**src/rtl/menu_pkg.sv**
```systemverilog
// Shared types and width helpers for the front-panel menu controller.
// Pure declarations: no latency and no flow control.
package menu_pkg;

  typedef enum logic [1:0] {
    ZERO   = 2'd0,
    SWITCH = 2'd1,
    ADC    = 2'd2,
    SCAN   = 2'd3
  } menu_mode_t;

  function automatic int idx_w(input int n);
    return (n > 1) ? $clog2(n) : 1;
  endfunction

  function automatic int ch_w(input int num_ch);
    return idx_w(num_ch);
  endfunction

  function automatic int sc_w(input int num_scale);
    return idx_w(num_scale);
  endfunction

endpackage

```
**src/rtl/button_conditioner.sv**
```systemverilog
// Synchronises, debounces and edge-detects one raw push-button; press pulses one cycle.
// Latency 2 + DB_CYCLES cycles from a settled raw level to press; no backpressure.
module button_conditioner #(
  parameter int DB_CYCLES = 1_000_000
) (
  input  logic clk,
  input  logic reset,
  input  logic btn_raw,
  output logic press
);

  localparam int CW = $clog2(DB_CYCLES);

  logic          sync1_q, sync2_q;
  logic [1:0]    vld_q;
  logic [CW-1:0] cnt_q, cnt_d;
  logic          level_q, level_d;
  logic          prev_q;
  logic          armed_q, armed_d;
  logic          cand;

  always_ff @(posedge clk or negedge reset) begin
    if (!reset) begin
      sync1_q <= 1'b0;
      sync2_q <= 1'b0;
      vld_q   <= 2'b00;
      cnt_q   <= '0;
      level_q <= 1'b0;
      prev_q  <= 1'b0;
      armed_q <= 1'b0;
    end else begin
      sync1_q <= btn_raw;
      sync2_q <= sync1_q;
      vld_q   <= {vld_q[0], 1'b1};
      cnt_q   <= cnt_d;
      level_q <= level_d;
      prev_q  <= level_q;
      armed_q <= armed_d;
    end
  end

  // Until a released (low) level has been seen after reset, the counter hunts
  // for a stable 0 instead of a level change, so a held button cannot fire.
  always_comb begin
    cnt_d   = cnt_q;
    level_d = level_q;
    armed_d = armed_q;
    cand    = armed_q ? (sync2_q != level_q) : !sync2_q;
    if (vld_q[1]) begin
      if (cand) begin
        if (cnt_q == CW'(DB_CYCLES - 1)) begin
          cnt_d = '0;
          if (armed_q) level_d = sync2_q;
          else         armed_d = 1'b1;
        end else begin
          cnt_d = cnt_q + CW'(1);
        end
      end else begin
        cnt_d = '0;
      end
    end
  end

  assign press = level_q & ~prev_q;

endmodule

```
**src/rtl/menu_ctrl_n.sv**
```systemverilog
// Front-panel menu: mode FSM, channel/view indices, scan timer and display word select.
// Press to bin_out DB_CYCLES+4 cycles, data to bin_out 1 cycle; no backpressure.
module menu_ctrl_n
  import menu_pkg::*;
#(
  parameter int NUM_CH     = 3,
  parameter int NUM_SCALE  = 3,
  parameter int DATA_W     = 16,
  parameter int DB_CYCLES  = 1_000_000,
  parameter int SCAN_TICKS = 100_000_000
) (
  input  logic                               clk,
  input  logic                               reset,
  input  logic                               btn_mode,
  input  logic                               btn_scale,
  input  logic                               btn_fmt,
  input  logic                               btn_ch,
  input  logic [DATA_W-1:0]                  switches_in,
  input  logic [NUM_CH*NUM_SCALE*DATA_W-1:0] adc_data,
  input  logic [DATA_W-1:0]                  bcd_in,
  output logic [DATA_W-1:0]                  bin_out,
  output logic [DATA_W-1:0]                  seg_out,
  output logic [NUM_CH-1:0]                  chan_en,
  output logic [ch_w(NUM_CH)-1:0]            chan_idx,
  output logic [sc_w(NUM_SCALE)-1:0]         scale_idx,
  output logic [1:0]                         mode,
  output logic                               fmt_bcd
);

  localparam int CH_W = ch_w(NUM_CH);
  localparam int SC_W = sc_w(NUM_SCALE);
  localparam int TW   = $clog2(SCAN_TICKS);

  logic press_mode, press_scale, press_fmt, press_ch;

  button_conditioner #(.DB_CYCLES(DB_CYCLES)) u_btn_mode (
    .clk(clk), .reset(reset), .btn_raw(btn_mode), .press(press_mode));
  button_conditioner #(.DB_CYCLES(DB_CYCLES)) u_btn_scale (
    .clk(clk), .reset(reset), .btn_raw(btn_scale), .press(press_scale));
  button_conditioner #(.DB_CYCLES(DB_CYCLES)) u_btn_fmt (
    .clk(clk), .reset(reset), .btn_raw(btn_fmt), .press(press_fmt));
  button_conditioner #(.DB_CYCLES(DB_CYCLES)) u_btn_ch (
    .clk(clk), .reset(reset), .btn_raw(btn_ch), .press(press_ch));

  logic [DATA_W-1:0] adc_word [NUM_CH][NUM_SCALE];

  for (genvar c = 0; c < NUM_CH; c++) begin : g_ch
    for (genvar s = 0; s < NUM_SCALE; s++) begin : g_sc
      assign adc_word[c][s] = adc_data[(c*NUM_SCALE+s)*DATA_W +: DATA_W];
    end
  end

  menu_mode_t        mode_q, mode_d;
  logic [CH_W-1:0]   chan_q, chan_d;
  logic [SC_W-1:0]   scale_q, scale_d;
  logic              fmt_q, fmt_d;
  logic [TW-1:0]     timer_q, timer_d;
  logic [DATA_W-1:0] bin_q, bin_d;
  logic              scan_tc;
  logic              chan_adv;

  always_ff @(posedge clk or negedge reset) begin
    if (!reset) begin
      mode_q  <= ZERO;
      chan_q  <= '0;
      scale_q <= '0;
      fmt_q   <= 1'b0;
      timer_q <= '0;
      bin_q   <= '0;
    end else begin
      mode_q  <= mode_d;
      chan_q  <= chan_d;
      scale_q <= scale_d;
      fmt_q   <= fmt_d;
      timer_q <= timer_d;
      bin_q   <= bin_d;
    end
  end

  always_comb begin
    mode_d  = mode_q;
    chan_d  = chan_q;
    scale_d = scale_q;
    fmt_d   = fmt_q;
    timer_d = '0;
    bin_d   = '0;

    if (press_mode) begin
      case (mode_q)
        ZERO:    mode_d = SWITCH;
        SWITCH:  mode_d = ADC;
        ADC:     mode_d = SCAN;
        default: mode_d = ZERO;
      endcase
    end

    // Timer idles at 0 outside SCAN, so entry always starts a full dwell.
    // Decisions use mode_q, so a terminal count still advances on the exit cycle.
    scan_tc  = (mode_q == SCAN) && (timer_q == TW'(SCAN_TICKS - 1));
    if (mode_q == SCAN && !scan_tc) timer_d = timer_q + TW'(1);

    chan_adv = scan_tc || (press_ch && mode_q != SCAN);
    if (chan_adv) chan_d = (chan_q == CH_W'(NUM_CH - 1)) ? '0 : chan_q + CH_W'(1);

    if (press_scale) scale_d = (scale_q == SC_W'(NUM_SCALE - 1)) ? '0 : scale_q + SC_W'(1);
    if (press_fmt)   fmt_d   = ~fmt_q;

    case (mode_q)
      ZERO:    bin_d = '0;
      SWITCH:  bin_d = switches_in;
      default: bin_d = adc_word[chan_q][scale_q];
    endcase
  end

  assign bin_out   = bin_q;
  assign seg_out   = fmt_q ? bcd_in : bin_q;
  assign chan_en   = NUM_CH'(1) << chan_q;
  assign chan_idx  = chan_q;
  assign scale_idx = scale_q;
  assign mode      = mode_q;
  assign fmt_bcd   = fmt_q;

endmodule
```
**config.mk**
```make
export PLATFORM = sky130hd
export DESIGN_NAME = menu_ctrl_n
export DESIGN_NICKNAME = d
export VERILOG_FILES = /design/src/rtl/menu_pkg.sv /design/src/rtl/button_conditioner.sv /design/src/rtl/menu_ctrl_n.sv
export SDC_FILE = /design/constraint.sdc
export NUM_CORES = 1
export LEC_CHECK = 0
export CAP_MARGIN = 15
export CELL_PAD_IN_SITES_DETAIL_PLACEMENT = 0
export CELL_PAD_IN_SITES_GLOBAL_PLACEMENT = 2
export CORE_ASPECT_RATIO = 0.7
export CORE_MARGIN = 2
export CORE_UTILIZATION = 31
export CTS_CLUSTER_SIZE = 25
export DETAILED_ROUTE_END_ITERATION = 8
export PLACE_DENSITY = 0.83
export SETUP_SLACK_MARGIN = 0.2
export SYNTH_ARGS = -nofsm -noshare
export SYNTH_HDL_FRONTEND = slang
export SYNTH_HIERARCHICAL = 1
export SYNTH_SLANG_ARGS = --single-unit
```
**constraint.sdc**
```tcl
create_clock -name clk -period 2.6 [get_ports clk]
set_clock_uncertainty 0.1 [all_clocks]
set_input_delay 0.52 -clock clk [delete_from_list [all_inputs] [get_ports clk]]
set_output_delay 0.52 -clock clk [all_outputs]
set_load 0.05 [all_outputs]
```
==> flow_metrics.py, run 1 <==
metrics = {
    "timing": {
        "slew_headroom_pct": 47.6,
        "hold_viol": 0,
        "fin_tns_setup_ns": 0,
        "finalCritPeriodShare_pct": 89.3,
        "slew_violations": 0,
        "rsz0062_at_grt": "no",
        "clock.fmax_mhz": 431,
        "layout_min_cycle_time_ns": 2.32,
        "holdWs_ns": 0.247,
        "setup_viol": 0,
        "worst_pin_slew_ns": 0.779,
    },
    "worst_setup_path": {
        "critPathTopFamily": "buffers and inverters",
        "crit_slowest_cell": "clkdlybuf4s50_1",
        "path_max_fanout": 5,
        "cpPeakStageDelay_ns": 0.85,
        "path_buf_inv": 1,
        "worstPathRequired_ns": 1.98,
        "path_cells": "clkdlybuf4s50_1",
        "r2r_start": "timer_q[0]$_DFF_PN0_",
        "cp-start-kind": "flop",
        "r2r_cells": 6,
        "arrival_ns": 1.70,
        "worst-setup-path-type": "reg -> out",
        "r2r-end": "chan_idx[0]$_DFFE_PN0P_",
        "rrSetupSlack_ns": 0.31,
        "cp-end-kind": "primary output",
    },
    "place": {
        "port_buffers": 223,
        "hpwl_mm": 21.3,
        "gp_congestion": 0.789,
    },
    "layout": {
        "area_growth_pct": 35.4,
        "fin_nets": 1405,
        "antennaDiodeCount": 0,
        "layout-drive-gt1-share_pct": 13.1,
    },
    "outcome": {
        "status": "finished clean",
    },
    "cts": {
        "cts_tree": "built",
        "htreeDepth": 4,
        "numCtsBuffers": 17,
        "clk-insertion-delay-late_ns": 0.43,
        "postCtsSetupRepairBufs": 0,
        "clkSlewWorstSetupHoldPaths_ns": 0.07,
        "cts_buffer_depth": 2,
        "cts_root_buffer": "clkbuf_16",
        "cts_sinks": 158,
    },
    "pwr": {
        "pwr_density_cell_nw_per_um2": 451,
        "ir_worst_vdd_v": 0.000420,
        "p_leak_nw": 4.92,
    },
    "drt": {
        "wl_per_cell_um": 17.6,
        "remaining_drc_errors": 0,
        "first_pass_iters": 5,
        "ant_nets": 0,
        "via_per_inst": 5.13,
        "drt-initial-drc-count": 444,
        "wirelength_mm": 28.8,
        "vias": 8398,
    },
    "global_route": {
        "grt_max_degree": 58,
        "grt_antenna_before_repair": 0,
        "overflow": 0,
        "grt_pass1_vias": 7862,
        "grt_usage_pct": 17.9,
        "grt_pass1_wl_mm": 44.6,
    },
    "hold_path": {
        "hold_class": "reg -> reg",
        "hold_start": "u_btn_scale/vld_q[0]$_DFF_PN0_",
        "hold_end": "u_btn_scale/vld_q[1]$_DFF_PN0_",
        "worstHoldPathCells": 0,
    },
    "logic_synthesis": {
        "seq_area_frac_synth_pct": 41.9,
        "yosysWarnings": 6,
        "syn_inst": 999,
        "synth-edff-count": 0,
        "ys_ff_latch": 158,
        "syn_area_per_cell_um2": 9.44,
        "syn-num-nets": 1191,
        "synthDistinctLibCells": 73,
        "syn_area_um2": 9440,
        "synth_ff_type": "dfrtp_1",
        "async_flop_share_pct": 100,
    },
    "die": {
        "start_util_pct": 31.5,
        "core_area_um2": 30000,
        "placementRows": 53,
        "die_w_um": 213,
        "die_y_um": 150,
        "ios": 224,
        "dieArea_um2": 31900,
    },
    "flow_run": {
        "maxCapViolations": 0,
    },
}
flip-flops by register name (all words and copies together) (netlist names), 2 cells and up:
signal,flops
mode,2
u_btn_scale/cnt_q,20
timer_q,27
u_btn_fmt/cnt_q,20
u_btn_ch/vld_q,2
u_btn_ch/cnt_q,20
chan_idx,2
u_btn_fmt/vld_q,2
scale_idx,2
bin_out,16
u_btn_mode/cnt_q,20
u_btn_scale/vld_q,2
u_btn_mode/vld_q,2
worst max-delay path by stage:
stage	slack, ns	depth (start not counted)	endpoint	from
after CTS	0.21	1	chan_idx[0]	chan_idx[0]$_DFFE_PN0P_
after global placement	0.17	6	chan_idx[0]$_DFFE_PN0P_	timer_q[0]$_DFF_PN0_
final	0.28	1	mode[0]	mode[0]$_DFFE_PN0P_
after global routing	0.21	3	seg_out[11]	fmt_bcd$_DFFE_PN0P_
after detailed placement	0.15	6	chan_idx[0]$_DFFE_PN0P_	timer_q[0]$_DFF_PN0_
after floorplan	0.11	3	chan_en[1]	chan_idx[0]$_DFFE_PN0P_
power by group:
part | switching (W) | leakage (nW) | internal [W]
clock network | 0.00107 | 0.289 | 0.00157
logic | 0.000217 | 2.47 | 0.000329
registers | 0.0000714 | 2.16 | 0.00251
cell usage in the layout, fill, tap and decap left out, types with 5 or more instances in the layout:
cell / n
nand4_1: 31
o311ai_0: 12
buf_4: 39
nor4_1: 16
buf_12: 9
nand2_1: 102
nor2b_1: 8
a21o_1: 9
or3_2: 6
a21oi_1: 19
a22oi_1: 16
nand2b_1: 26
mux2i_1: 54
and3_2: 5
ha_1: 10
and3_1: 11
xnor2_1: 15
nand3_1: 63
clkbuf_16: 17
mux2_2: 20
nor2_1: 47
nor3b_1: 9
a31oi_1: 20
o31ai_1: 7
a21boi_0: 7
xor2_1: 18
o2bb2ai_1: 6
inv_1: 25
o21ai_0: 96
nor4b_1: 7
dfrtp_1: 156
o211ai_1: 16
nor3_1: 14
a31o_2: 8
clkdlybuf4s50_1: 199
final cells by class:
cell class,instances,area [um2]
repair buffers,250,2500
well taps,412,515
fillers,2946,17200
inverters,25,93.8
clock buffers,20,457
multi-input cells,761,5100
flip-flops and latches,158,3960
clock inverters,12,160
metrics by stage:
stage / setup WS (ns) / instances / cell area [um2] / power [W] / utilization (%)
detailed placement: 0.151 / 1605 / 12100 / 0.00317 / 40.5
global placement: 0.171 / 1605 / 12100 / 0.00317 / 40.5
finish: 0.278 / 1638 / 12800 / 0.00576 / 42.6
CTS: 0.213 / 1638 / 12800 / 0.00585 / 42.6
global route: 0.213 / 1638 / 12800 / 0.00601 / 42.6
floorplan: 0.108 / 999 / 9450 / 0.00277 / -
cell usage after synthesis (4+ instances only):
cell type	number	area [um2]
o21ai_0	96	480
or4_1	4	30.0
a41oi_1	4	35.0
inv_1	25	93.8
or2b_1	4	30.0
o2bb2ai_1	6	52.6
nand3_1	63	315
nor3b_1	9	67.6
mux2i_1	54	541
conb_1	4	15.0
a31oi_1	20	125
a21oi_1	19	95.1
xnor2_2	4	65.1
nor4b_1	7	61.3
o311ai_0	12	105
o31ai_1	7	52.6
mux2_2	20	225
nor3_1	14	70.1
or3_2	6	45.0
clkbuf_1	30	113
nor2_1	47	176
buf_6	11	124
buf_1	5	18.8
nand2b_1	26	163
nand2_1	102	383
ha_1	10	125
a21boi_0	7	52.6
a22oi_1	16	120
xnor2_1	15	131
nand4_1	31	194
a31o_2	8	70.1
and3_1	11	68.8
and2b_2	4	35.0
nand3_2	4	40.0
nor2b_1	10	62.6
a21o_1	9	67.6
o211ai_1	16	120
dfrtp_1	158	3950
and3_2	5	37.5
nor4_1	17	106
xor2_1	18	158
timing repair:
| item | 4_1_cts | 5_1_grt |
|---|---|---|
| hold endpoints to repair | 41 | 0 |
| gates cloned | 0 | 0 |
| hold buffers | 1 | 0 |
| resized for setup | 1 | 2 |
| setup endpoints to repair | 2 | 2 |
layer usage:
metal / GRT usage (%) / part of all wire (%) / vias up
met1: 25.1 / 47 / 4050
met4: 5.52 / 1.9 / 0
met2: 27.7 / 46 / 209
li1: - / - / 4115
met3: 3.59 / 5.5 / 24
met5: 0 / 0 / -
logic make-up after synthesis:
group           count (synthesis)  share of synthesized area [%]
fa+ha+maj                      10                           1.33
mux                            76                           8.35
other cells                     4                          0.159
compound gates                247                           17.8
simple gates                  387                           22.3
buf+inv                        80                           4.38
flops                         158                           41.9
xor+xnor                       37                           3.75
No activity file was read; power rests on OpenSTA's default activity.
==> run 2: changes to the inputs <==
Settings changed: CTS_CLUSTER_SIZE 25 to 30.
==> results of run 2 <==
Same layout as run 1: the final DEF is identical, and so are final timing and power.
